`src/rtl/stopwatch_ctrl.sv`:
```
// Stopwatch controller: prescaled mm:ss up/down counter with run/pause/done control.
// Accepts a saturating preset load and simultaneous pulses with clear > load > start_stop priority.
module stopwatch_ctrl #(
   parameter int unsigned TICK_DIV = 100
) (
   input  logic       clk,
   input  logic       rst,
   input  logic       start_stop,
   input  logic       clear,
   input  logic       dir,
   input  logic       load,
   input  logic [6:0] ld_min,
   input  logic [3:0] ld_sec_t,
   input  logic [3:0] ld_sec_u,
   output logic [6:0] min,
   output logic [3:0] sec_t,
   output logic [3:0] sec_u,
   output logic       running,
   output logic       done,
   output logic       tick
);

   localparam int unsigned PW = (TICK_DIV > 2) ? $clog2(TICK_DIV) : 1;
   localparam logic [PW-1:0] P_LAST = PW'(TICK_DIV - 1);

   typedef enum logic [1:0] {
      S_IDLE,
      S_RUN,
      S_PAUSE,
      S_DONE
   } state_t;

   state_t        state;
   logic [PW-1:0] presc;

   logic [6:0] nxt_min;
   logic [3:0] nxt_sec_t;
   logic [3:0] nxt_sec_u;
   logic       nxt_zero;
   logic       cur_zero;
   logic       wrap;
   logic [6:0] sat_min;
   logic [3:0] sat_sec_t;
   logic [3:0] sat_sec_u;

   // Time value one tick ahead in the currently selected direction
   always_comb begin
      nxt_min   = min;
      nxt_sec_t = sec_t;
      nxt_sec_u = sec_u;
      if (!dir) begin
         if (sec_u == 4'd9) begin
            nxt_sec_u = 4'd0;
            if (sec_t == 4'd5) begin
               nxt_sec_t = 4'd0;
               nxt_min   = (min == 7'd59) ? 7'd0 : min + 7'd1;
            end else begin
               nxt_sec_t = sec_t + 4'd1;
            end
         end else begin
            nxt_sec_u = sec_u + 4'd1;
         end
      end else begin
         if (sec_u == 4'd0) begin
            nxt_sec_u = 4'd9;
            if (sec_t == 4'd0) begin
               nxt_sec_t = 4'd5;
               nxt_min   = (min == 7'd0) ? 7'd59 : min - 7'd1;
            end else begin
               nxt_sec_t = sec_t - 4'd1;
            end
         end else begin
            nxt_sec_u = sec_u - 4'd1;
         end
      end
   end

   assign nxt_zero  = (nxt_min == 7'd0) && (nxt_sec_t == 4'd0) && (nxt_sec_u == 4'd0);
   assign cur_zero  = (min == 7'd0) && (sec_t == 4'd0) && (sec_u == 4'd0);
   assign wrap      = (presc == P_LAST);
   assign sat_min   = (ld_min   > 7'd59) ? 7'd59 : ld_min;
   assign sat_sec_t = (ld_sec_t > 4'd5)  ? 4'd5  : ld_sec_t;
   assign sat_sec_u = (ld_sec_u > 4'd9)  ? 4'd9  : ld_sec_u;

   // State, prescaler, time and flags; running/done are written on every state change
   always_ff @(posedge clk) begin
      if (rst) begin
         state   <= S_IDLE;
         presc   <= '0;
         min     <= 7'd0;
         sec_t   <= 4'd0;
         sec_u   <= 4'd0;
         running <= 1'b0;
         done    <= 1'b0;
         tick    <= 1'b0;
      end else begin
         tick <= 1'b0;
         if (clear) begin
            state   <= S_IDLE;
            presc   <= '0;
            min     <= 7'd0;
            sec_t   <= 4'd0;
            sec_u   <= 4'd0;
            running <= 1'b0;
            done    <= 1'b0;
         end else if (load && state != S_RUN) begin
            presc <= '0;
            min   <= sat_min;
            sec_t <= sat_sec_t;
            sec_u <= sat_sec_u;
            if (state == S_DONE) begin
               state <= S_IDLE;
               done  <= 1'b0;
            end
         end else begin
            case (state)
               S_IDLE: begin
                  if (start_stop) begin
                     presc <= '0;
                     if (dir && cur_zero) begin
                        state <= S_DONE;
                        done  <= 1'b1;
                     end else begin
                        state   <= S_RUN;
                        running <= 1'b1;
                     end
                  end
               end
               S_RUN: begin
                  if (wrap) begin
                     presc <= '0;
                     tick  <= 1'b1;
                     min   <= nxt_min;
                     sec_t <= nxt_sec_t;
                     sec_u <= nxt_sec_u;
                  end else begin
                     presc <= presc + PW'(1);
                  end
                  if (wrap && dir && nxt_zero) begin
                     state   <= S_DONE;
                     running <= 1'b0;
                     done    <= 1'b1;
                  end else if (start_stop) begin
                     state   <= S_PAUSE;
                     running <= 1'b0;
                  end
               end
               S_PAUSE: begin
                  if (start_stop) begin
                     state   <= S_RUN;
                     running <= 1'b1;
                  end
               end
               default: begin
                  if (start_stop) begin
                     state <= S_IDLE;
                     done  <= 1'b0;
                  end
               end
            endcase
         end
      end
   end

endmodule

```
`config.mk`:
```
export PLATFORM = sky130hd
export DESIGN_NAME = stopwatch_ctrl
export DESIGN_NICKNAME = d
export VERILOG_FILES = /design/src/rtl/stopwatch_ctrl.sv
export SDC_FILE = /design/constraint.sdc
export NUM_CORES = 1
export LEC_CHECK = 0
export BUFFER_PORTS_ARGS = -buffer_cell sky130_fd_sc_hd__buf_2
export CAP_MARGIN = 20
export CORE_MARGIN = 2
export CORE_UTILIZATION = 50
export CTS_CLUSTER_SIZE = 20
export DETAILED_ROUTE_END_ITERATION = 12
export HOLD_SLACK_MARGIN = 0.1
export PLACE_DENSITY = 0.73
export SYNTH_ARGS = -nofsm -noshare
export SYNTH_HDL_FRONTEND = slang
export SYNTH_SLANG_ARGS = --single-unit
```
`constraint.sdc`:
```
create_clock -name clk -period 4.62 [get_ports clk]
set_clock_uncertainty 0.15 [all_clocks]
set_input_delay 0.693 -clock clk [delete_from_list [all_inputs] [get_ports clk]]
set_output_delay 0.693 -clock clk [all_outputs]
set_load 0.05 [all_outputs]
```
# Word-level counts from Yosys, hierarchy flattened
# Index checks and enable logic that the tools add are counted.
[word_totals]
reg_bits = 27
in_bits = 21
output_inout_bits = 18
[op_classes]
add_sub_neg = 7
order_cmp = 3
n_eq_ne = 18
n_mux = 52
n_bitwise = 2
reduce_logical = 29
[ops]
columns = ["op", "n"]
rows = [
  ["7-bit 2-to-1 mux", 13],
  ["4-bit 2-to-1 mux", 16],
  ["4-bit zero test", 4],
  ["2-bit 2-to-1 mux", 8],
  ["3-bit inequality test (second input constant)", 5],
  ["7-bit by 1-bit adder with 7-bit output (second input constant)", 2],
  ["7-bit zero test", 2],
  ["7-bit case mux with 2 select lines", 1],
  ["6-bit AND reduction", 2],
  ["1-bit 2-to-1 mux", 11],
  ["3-bit nonzero test", 3],
  ["4-bit by 1-bit adder with 4-bit output (second input constant)", 2],
  ["1-bit logical AND", 8],
  ["2-bit inequality test (second input constant)", 4],
  ["4-bit by 1-bit subtractor with 4-bit output (second input constant)", 2],
  ["7-bit by 6-bit == test with 1-bit output (second input constant)", 1],
  ["7-bit == test (second input constant)", 1],
  ["7-bit by 6-bit > comparator with 1-bit output (second input constant)", 1],
  ["7-bit by 1-bit subtractor with 7-bit output (second input constant)", 1],
  ["1-bit case mux with 3 select lines", 2],
  ["2-bit case mux with 3 select lines", 1],
  ["2-bit nonzero test", 3],
  ["5-bit AND reduction", 1],
  ["2-bit == test (second input constant)", 2],
  ["other kinds (12)", 15],
]

# Logic depth before layout (Yosys ltp)
# Gate-level depths: netlist (run 1).
[logic_depth]
word_depth = 12
mapped_depth = 9
depth_no_buf = 9

# Least setup slack after synthesis (run 1)
# OpenSTA, ideal clock, no wires.
[synth_timing]
path_type = "register -> register"
startpoint = "reg min[0]"
endpoint = "reg done"
setup_time_ps = 115
arrival_time_ps = 2347
required_time_ps = 4355
path_slack_ps = 2008
stages_incl_launch_ff = 10
n_path_buf = 0
cell_sequence = "dfxtp_1 inv_1 ha_1 nor3b_1 nand4_1 o22a_1 o21ai_2 a2111o_1 o41a_1 o21a_1"
[synth_via]
elab_chain_cells = 11
[synth_lines]
columns = ["item", "line", "text"]
rows = [
  ["start: declaration", "15", "output logic [6:0] min,"],
  ["start signal: assignment", "108", "min <= sat_min;"],
  ["start signal: assignment", "133", "min <= nxt_min;"],
  ["7-bit by 1-bit adder with 7-bit output (tied with other cells)", "56", "nxt_min = (min == 7'd59) ? 7'd0 : min + 7'd1;"],
  ["7-bit 2-to-1 mux, on equally long branches", "56, 68", ""],
  ["7-bit 2-to-1 mux, on equally long branches", "54, 66", ""],
  ["7-bit 2-to-1 mux, on equally long branches", "52, 64", ""],
  ["7-bit 2-to-1 mux", "51", "if (!dir) begin"],
  ["7-bit zero test", "78", "assign nxt_zero = (nxt_min == 7'd0) && (nxt_sec_t == 4'd0) && (nxt_sec_u == 4'd0);"],
  ["1-bit logical AND (2 in a row)", "78", ""],
  ["1-bit logical AND", "139", "if (wrap && dir && nxt_zero) begin"],
  ["3-bit inequality test (no source line)", "-", ""],
  ["6-bit AND reduction (no source line) (*)", "-", ""],
  ["end signal: assignment", "94", "done <= 1'b0;"],
  ["end signal: assignment", "142", "done <= 1'b1;"],
  ["end signal: assignment", "157", "done <= 1'b0;"],
  ["end: declaration", "19", "output logic done,"],
]
# Every way passes the cells marked *; elsewhere a longest branch is shown, timed or not.
# A chain may end at the register's enable or synchronous reset.

# Worst setup path after layout (run 1)
[layout_timing]
startpoint = "reg sec_u[2]"
endpoint = "reg state[1]"
[layout_via]
elab_chain_cells = 10
[layout_lines]
columns = ["item", "line", "text"]
rows = [
  ["start: declaration", "17", "output logic [3:0] sec_u,"],
  ["start signal: assignment", "110", "sec_u <= sat_sec_u;"],
  ["start signal: assignment", "135", "sec_u <= nxt_sec_u;"],
  ["parallel branches: the longest is 10 deep, another holds 4-bit by 1-bit adder with 4-bit output", "-", ""],
  ["end signal: assignment", "121", "state <= S_DONE;"],
  ["end signal: assignment", "140", "state <= S_DONE;"],
  ["end signal: assignment", "144", "state <= S_PAUSE;"],
  ["end: declaration", "33", "state_t state;"],
]
# Several ways; the timed one is not identified. The select of a mux whose other input is x is not followed.

==> results of run 1 <==
[kinds of logic after synthesis]
family          count (synthesis)  share of synthesized area
compound gates                 90                     0.2742
fa+ha+maj                       4                    0.02266
xor+xnor                        6                    0.02380
flops                          27                     0.2448
mux                             5                    0.02889
buf+inv                        27                    0.05949
simple gates                  139                     0.3462
[sequential cells by signal, indices dropped and copies added (netlist names)]
signal / flops
sec_t: 4
sec_u: 4
state: 2
presc: 7
tick: 1
done: 1
min: 7
running: 1
[metrics by stage]
stage          power [W]  utilization  worst slack (ps)  hold slack [ps]
2_1_floorplan  0.0003607            -              2008            298.2
4_1_cts        0.0005310       0.5597              1624            348.2
3_3_place_gp   0.0003943       0.5492              1694            319.0
5_1_grt        0.0005526       0.5597              1378            382.0
6_report       0.0005287       0.5597              1585            375.4
3_5_place_dp   0.0003956       0.5492              1639            334.8
[report_power, final]
group	switching (W)	leakage (nW)	internal, W
Sequential	0.0000155	0.219	0.000238
Combinational	0.0000870	0.668	0.0000512
Clock	0.0000747	0.0228	0.0000619
Total	0.000177	0.910	0.000352
[routing by layer]
layer	global-route usage	share of wire	up-vias
li1	-	-	1147
met1	0.2989	0.45	1063
met2	0.4057	0.47	76
met3	0.03896	0.060	15
met4	0.09829	0.028	0
met5	0	0	-
[final timing paths]
kind	startpoint	end	slack (ps)	depth (start not counted)
worst max-delay path	sec_u[2]$_SDFFE_PP0P_	state[1]$_SDFFE_PP0P_	1580	7
worst min-delay path	presc[5]$_SDFFE_PP0P_	presc[5]$_SDFFE_PP0P_	380	1
worst max register to register	sec_u[2]$_SDFFE_PP0P_	state[1]$_SDFFE_PP0P_	1580	7
worst min register to register	presc[5]$_SDFFE_PP0P_	presc[5]$_SDFFE_PP0P_	380	1
[cell type report]
cell class,count,area share
Clock buffer,4,0.01874
Inverter,7,0.01093
Multi-Input combinational cell,244,0.6392
Sequential cell,27,0.2249
Tap cell,52,0.02707
Timing Repair Buffer,38,0.07913
[layout by cell type (no fill, tap or decap), drive strengths merged, types with 4 or more instances in the layout]
cell,count
a31oi,7
o211ai,4
o21ai,29
nor4,5
nand4,9
nor4b,5
ha,4
nand2b,7
dfxtp,27
nor3,7
and3,8
clkbuf,4
nor2,37
nand3b,4
buf,38
a21oi,22
nand3,13
o21a,4
and2,4
inv,7
nand2,26
[worst max-delay path: cells and delay by family, from the launching register on]
family	cells	cell delay (ps)
AOI/OAI and AO/OA	1	230
DFF	1	460
muxes	1	480
and+or+nand+nor	5	1610
==> impl_metrics.json, run 1 <==
{
  "status": "complete, no violations",
  "drcViolationCount": 0,
  "cts-hold-fix-buffers": 0,
  "path_cells": "nor4_2 -> nand3_1 -> or3_1 -> mux4_2 -> nand2_2 -> nor4_2 -> a22o_1",
  "cts_buffers": 3,
  "cp_max_fo": 13,
  "synth_most_common_cell": "nor2_1",
  "synth.top_cells.by_area": "dfxtp_1 (24%), nor2_1 (6.3%), o21ai_0 (5.4%), a21oi_1 (5.0%), nand2_1 (4.2%)",
  "synth_cell_types": 65,
  "antenna_found_initial": 0,
  "grt_max_degree": 20,
  "ant_nets": 0,
  "synth_cells": 298,
  "final-instance-count-excl-fill": 372,
  "timing.critical_path.mode_cell": "nor4_2",
  "fin_area_um2": 2404,
  "power_density_nw_per_um2": 220.0,
  "drv_slew": 0,
  "drt_iter0_drc": 166,
  "syn_nets": 323,
  "min_period_over_period": 0.6569,
  "cts_resized": 0,
  "setup_viol": 0,
  "ir_worst_vdd_mv": 0.1244,
  "yosysWarnings": 0,
  "tightest_slew_ps": 844.5,
  "cts_tree": "built",
  "synth_largest_area_cell": "dfxtp_1",
  "area_growth_pct": 8.839,
  "clkSinkCount": 27,
  "place_area_um2": 2359,
  "cap_viol_max_count": 0,
  "clk_pin_slew_worst_paths_ps": 90,
  "htree_num_levels": 1,
  "grt_first_pass_wirelength_mm": 9.666,
  "critPathKind": "reg -> reg",
  "post_cts_buffers": 0,
  "grt_pass1_vias": 2135,
  "max_slew_margin": 0.4323,
  "start_util": 0.5143,
  "vias_per_cell": 6.185,
  "rows": 24,
  "via_count": 2301,
  "fill_cells": 429,
  "fmax_ghz": 0.3295,
  "ys.flop_type": "dfxtp_1",
  "async_flop_share": 0,
  "wl_per_cell_um": 15.68,
  "synth_area_um2": 2208,
  "die-area_um2": 4965,
  "io_buffers": 38,
  "post-route-min-period_ps": 3035,
  "min_path_type": "reg -> reg",
  "die_width_um": 70.46,
  "nets": 346,
  "crit_slowest_cell": "nor4_2",
  "slowest_delay_ps": 790,
  "yosys_register_bits": 27,
  "post-place-cells": 368,
  "synth.top_cells.by_count": "nor2_1 (37), dfxtp_1 (27), nand2_1 (25)",
  "die_height_um": 70.46,
  "hold_violations": 0,
  "rsz0062_at_grt": "false",
  "regArea_um2": 540.5,
  "fin_tns_setup_ps": 0,
  "multi_input_area_um2": 1536,
  "synth_edf_count": 0,
  "endpoint_kind": "flop",
  "grt_usage": 0.2391,
  "grt_overflow": 0,
  "routabilityCongestion": 0.9185,
  "io_pins": 39,
  "num_antenna_cells": 0,
  "p_leak_nw": 0.9101,
  "routed_wl_mm": 5.833,
  "cts_buffer_depth": 2,
  "synth-seq-area-share": 0.2448,
  "dp_hpwl_mm": 4.281,
  "ctsRootBufferMaster": "clkbuf_8",
  "cp.arrival_ps": 3060,
  "synth_top_area_frac": 0.2448,
  "drive_gt1_frac": 0.1781,
  "clk_latency_ps": 270,
  "cp.required_ps": 4650,
  "drtPass1Iterations": 4,
  "startpoint_type": "flop",
  "core_area_um2": 4294,
  "syn_avg_cell_area_um2": 7.411
}
No activity file was read; power rests on OpenSTA's default activity.
==> run 2: changes to the inputs <==
==> constraint.sdc (replaced) <==
create_clock -name clk -period 2.9 [get_ports clk]
set_clock_uncertainty 0.15 [all_clocks]
set_input_delay 0.435 -clock clk [delete_from_list [all_inputs] [get_ports clk]]
set_output_delay 0.435 -clock clk [all_outputs]
set_load 0.05 [all_outputs]
==> run 2 against run 1 <==
  * Via count grew 2.5%
  * Count of clock-buffer cells in the layout is the same
  * Cell count grew 3.0%
  * Die area is the same
  * Sequential cell count is the same
  * Critical path type unchanged
  * Critical endpoint unchanged
  * Largest cell class unchanged
  * Highest routed layer unchanged
==> impl_metrics.json, run 2 (same netlist as run 1, synthesis figures left out) <==
{
  "clk_pin_slew_worst_paths_ps": 90,
  "busiest_layer": "met2",
  "dp_hpwl_mm": 4.375,
  "rows": 24,
  "path_cells": "inv_1 -> ha_1 -> nor4b_1 -> nand4_1 -> a31oi_1 -> nor4_2 -> a22o_1",
  "crit_family": "simple AND/OR/NAND/NOR gates",
  "drtPass1Iterations": 4,
  "via_count": 2359,
  "critPathKind": "reg -> reg",
  "routed_wl_mm": 5.816,
  "grt_first_pass_wirelength_mm": 9.680,
  "min_from": "ld_sec_u[0]",
  "die_width_um": 70.46,
  "crit_slowest_cell": "a31oi_1",
  "drive_gt1_frac": 0.2054,
  "cp_max_fo": 7,
  "fin_hold_ws_ps": 249.1,
  "cts_buffer_depth": 2,
  "cts_tree": "built",
  "die-area_um2": 4965,
  "layout_common_cells": "buf_2 (38), nor2_1 (37), dfxtp_1 (27)",
  "post-route-min-period_ps": 2599,
  "fin_tns_setup_ps": 0,
  "start_util": 0.5143,
  "cts_buffers": 3,
  "cp.arrival_ps": 2620,
  "hold_violations": 0,
  "drt_iter0_drc": 272,
  "routabilityCongestion": 0.9277,
  "cts_resized": 0,
  "cap_viol_max_count": 0,
  "grt_usage": 0.2386,
  "grtUsageMet3": 0.05772,
  "min_path_type": "in -> reg",
  "post_cts_buffers": 0,
  "core_area_um2": 4294,
  "cts-hold-fix-buffers": 0,
  "power_density_nw_per_um2": 340.5,
  "setup_viol": 0,
  "slowest_delay_ps": 480,
  "endpoint_kind": "flop",
  "nets": 357,
  "min_period_over_period": 0.8962,
  "vias_per_cell": 6.159,
  "num_antenna_cells": 0,
  "htree_num_levels": 1,
  "rsz0062_at_grt": "false",
  "io_pins": 39,
  "cp.required_ps": 2920,
  "drcViolationCount": 0,
  "io_buffers": 38,
  "max_slew_margin": 0.6224,
  "path_buf_inv": 1,
  "final_util": 0.5790,
  "grt_pass1_vias": 2108,
  "clk_latency_ps": 270,
  "grt_max_degree": 19,
  "grt_use_met2": 0.3795,
  "ir_worst_vdd_mv": 0.2275,
  "wl_per_cell_um": 15.19,
  "grt_overflow": 0,
  "drv_slew": 0,
  "largestRegisters": "min (7), presc (7)",
  "layout_commonest_cell": "buf_2",
  "crit_start": "min[0]$_SDFFE_PP0P_",
  "p_leak_nw": 0.9655,
  "antenna_found_initial": 0,
  "tightest_slew_ps": 565.6,
  "area_growth_pct": 12.58,
  "ctsRootBufferMaster": "clkbuf_8",
  "r2r_start": "min[0]$_SDFFE_PP0P_",
  "status": "complete, no violations",
  "clkSinkCount": 27,
  "ant_nets": 0,
  "startpoint_type": "flop",
  "fmax_ghz": 0.3848,
  "die_height_um": 70.46,
  "met1_usage": 0.3168
}
[run 2: cell count changes in the layout (fill, tap and decap cells not counted), sizes merged]
cell and change:
buf +11
[run 2: report_power, final]
part           switching, W  internal (W)  total (W)
clock              0.000115     0.0000983   0.000213
combinational      0.000144     0.0000892   0.000233
sequential        0.0000205      0.000380   0.000400
total              0.000279      0.000567   0.000846
[run 2: final timing paths]
path | endpoint | slack, ps | depth (start not counted)
worst max-delay path | state[1]$_SDFFE_PP0P_ | 300 | 7
worst min-delay path | sec_u[0]$_SDFFE_PP0P_ | 250 | 3
worst min register to register | presc[6]$_SDFFE_PP0P_ | 350 | 1
worst max register to register | state[1]$_SDFFE_PP0P_ | 300 | 7
[run 2: metrics by stage]
stage,worst slack (ps),cells,total power (W),area [µm²]
after floorplan,288.1,298,0.0005746,2208
after global placement,273.0,379,0.0006381,2441
after detailed placement,236.8,379,0.0006386,2441
after CTS,334.6,383,0.0008481,2486
after global routing,37.88,383,0.0008979,2486
final,301.0,383,0.0008464,2486
[run 2: layout make-up]
cell class              count  area, µm²
clock buffers               4      45.04
well taps                  52      65.06
multi-input cells         244       1536
fillers                   417       1808
repair buffers             49      272.8
flip-flops and latches     27      540.5
inverters                   7      26.28
[run 2: worst reg2reg max path: cells and delay by family (launching register included)]
kind / cells / cell delay, ps
AOI/OAI and AO/OA: 2 / 690
buffers and inverters: 1 / 150
DFF: 1 / 390
adders and majority gates: 1 / 210
and+or+nand+nor: 3 / 920
[run 2: per-layer routing]
layer | routed length, µm | vias to the layer above
li1 | - | 1169
met1 | 2618 | 1073
met2 | 2609 | 105
met3 | 462 | 12
met4 | 125 | 0
met5 | 0 | -
==> run 3: changes to the inputs <==
--- a/config.mk
+++ b/config.mk
@@ -7,12 +7,14 @@
 export LEC_CHECK = 0
 export BUFFER_PORTS_ARGS = -buffer_cell sky130_fd_sc_hd__buf_2
 export CAP_MARGIN = 20
+export CELL_PAD_IN_SITES_DETAIL_PLACEMENT = 1
+export CELL_PAD_IN_SITES_GLOBAL_PLACEMENT = 1
 export CORE_MARGIN = 2
-export CORE_UTILIZATION = 50
+export CORE_UTILIZATION = 41
 export CTS_CLUSTER_SIZE = 20
 export DETAILED_ROUTE_END_ITERATION = 12
 export HOLD_SLACK_MARGIN = 0.1
-export PLACE_DENSITY = 0.73
+export PLACE_DENSITY_LB_ADDON = 0.1
 export SYNTH_ARGS = -nofsm -noshare
 export SYNTH_HDL_FRONTEND = slang
 export SYNTH_SLANG_ARGS = --single-unit
==> run 3 against run 2 <==
  * Cell area rose by 2.2%
  * Via count rose by 1.5%
  * Die area up 21%
  * Sequential power is essentially flat
  * Count of clock-buffer cells in the layout down 1
  * Non-clock buffer count is 4 higher
  * Register-to-register slack worse by 20 ps
  * Critical path depth stayed put
  * Power increased by 2.6%
  * Global-route usage decreased by 0.18 points
  * Combinational power increased by 6%
==> impl_metrics.json, run 3 (same netlist as run 1, synthesis figures left out) <==
{
  "layout_commonest_cell": "buf_2",
  "grt_max_degree": 19,
  "fin_area_um2": 2540,
  "cts_buffers": 3,
  "min_path_type": "in -> reg",
  "vias_per_cell": 5.911,
  "dp_hpwl_mm": 5.219,
  "area_growth_pct": 15.01,
  "die_height_um": 77.39,
  "start_util": 0.4296,
  "crit_family": "compound AO/OA/AOI/OAI gates",
  "cts_tree": "built",
  "hold_violations": 0,
  "path_buf_inv": 0,
  "cts-hold-fix-buffers": 0,
  "fin_tns_setup_ps": 0,
  "io_pins": 39,
  "slowest_delay_ps": 580,
  "io_buffers": 38,
  "rows": 26,
  "place_area_um2": 2494,
  "status": "complete, no violations",
  "cap_viol_max_count": 0,
  "wl_met2_mm": 3.311,
  "wl_met1_mm": 3.265,
  "drcViolationCount": 0,
  "drt_iter0_drc": 112,
  "highest_layer": "met4",
  "via_count": 2394,
  "num_antenna_cells": 0,
  "cp_max_fo": 10,
  "post_cts_buffers": 0,
  "core_area_um2": 5140,
  "startpoint_type": "flop",
  "cp.arrival_ps": 2650,
  "clkSinkCount": 27,
  "grt_usage": 0.2368,
  "fmax_ghz": 0.3819,
  "wl_per_cell_um": 16.90,
  "routabilityCongestion": 0.8600,
  "endpoint_kind": "flop",
  "cts_buffer_depth": 2,
  "fin_hold_ws_ps": 256.7,
  "largestRegisters": "min (7), presc (7)",
  "ant_nets": 0,
  "cts_resized": 0,
  "max_slew_margin": 0.6347,
  "setup_viol": 0,
  "path_cells": "and4b_1 -> nand4_1 -> o211ai_2 -> o21ai_2 -> a2111o_1 -> o41a_1 -> o21a_1",
  "drive_gt1_frac": 0.2179,
  "power_density_nw_per_um2": 341.8,
  "die_width_um": 77.39,
  "layout_common_cells": "buf_2 (38), nor2_1 (37), dfxtp_1 (27)",
  "die-area_um2": 5989,
  "nets": 361,
  "antenna_found_initial": 0,
  "tightest_slew_ps": 545.9,
  "p_leak_nw": 0.9880,
  "min_period_over_period": 0.9029,
  "crit_slowest_cell": "dfxtp_1",
  "wl_met3_um": 196,
  "grt_overflow": 0,
  "drtPass1Iterations": 4,
  "clk_pin_slew_worst_paths_ps": 100,
  "grt_first_pass_wirelength_mm": 11.59,
  "drv_slew": 0,
  "post-route-min-period_ps": 2618,
  "ctsRootBufferMaster": "clkbuf_8",
  "ir_worst_vdd_mv": 0.2292,
  "rsz0062_at_grt": "false",
  "clk_latency_ps": 280,
  "htree_num_levels": 1,
  "cp.required_ps": 2930,
  "routed_wl_mm": 6.846,
  "critPathKind": "reg -> reg",
  "reg2reg_slack_ps": 280,
  "grt_pass1_vias": 2354
}
==> run 3: cell type report <==
class                           instances  area (µm²)
Timing Repair Buffer                   53       302.8
Sequential cell                        27       540.5
Inverter                                7       26.28
Clock inverter                          1       5.005
Multi-Input combinational cell        244        1536
Tap cell                               70       87.58
Fill cell                             703        2600
Clock buffer                            3       41.29
==> run 3: metrics by stage <==
| step | total power [W] | std cells | util | setup WS, ps |
|---|---|---|---|---|
| 2_1_floorplan | 0.0005746 | 298 | - | 288.1 |
| 3_3_place_gp | 0.0006488 | 401 | 0.4852 | 340.9 |
| 3_5_place_dp | 0.0006524 | 401 | 0.4852 | 248.0 |
| 4_1_cts | 0.0008764 | 405 | 0.4942 | 294.8 |
| 5_1_grt | 0.0009145 | 405 | 0.4942 | 65.28 |
| 6_report | 0.0008680 | 405 | 0.4942 | 281.7 |
==> run 3: layer usage <==
metal,vias up,global-route usage
met1,1166,0.3124
met4,0,0.03750
met5,-,0
met3,6,0.03488
li1,1180,-
met2,42,0.4165
==> run 3: worst register-to-register path, stage by stage (launching register included) <==
cell	delay, ps
dfxtp_1	580
and4b_1	460
nand4_1	230
o211ai_2	210
o21ai_2	100
a2111o_1	350
o41a_1	320
o21a_1	110
==> run 3: path summary, 6_finish.rpt <==
path | startpoint | cells past startpoint | to
worst min-delay path | ld_sec_u[0] | 3 | sec_u[0]$_SDFFE_PP0P_
worst min register to register | presc[6]$_SDFFE_PP0P_ | 1 | presc[6]$_SDFFE_PP0P_
worst max-delay path | sec_u[0]$_SDFFE_PP0P_ | 7 | done$_SDFFE_PP0P_
worst max register to register | sec_u[0]$_SDFFE_PP0P_ | 7 | done$_SDFFE_PP0P_
==> run 3: power by group <==
part	internal, W	total [W]	switching [W]
clock network	0.0000966	0.000223	0.000126
logic	0.0000935	0.000247	0.000153
registers	0.000380	0.000399	0.0000189
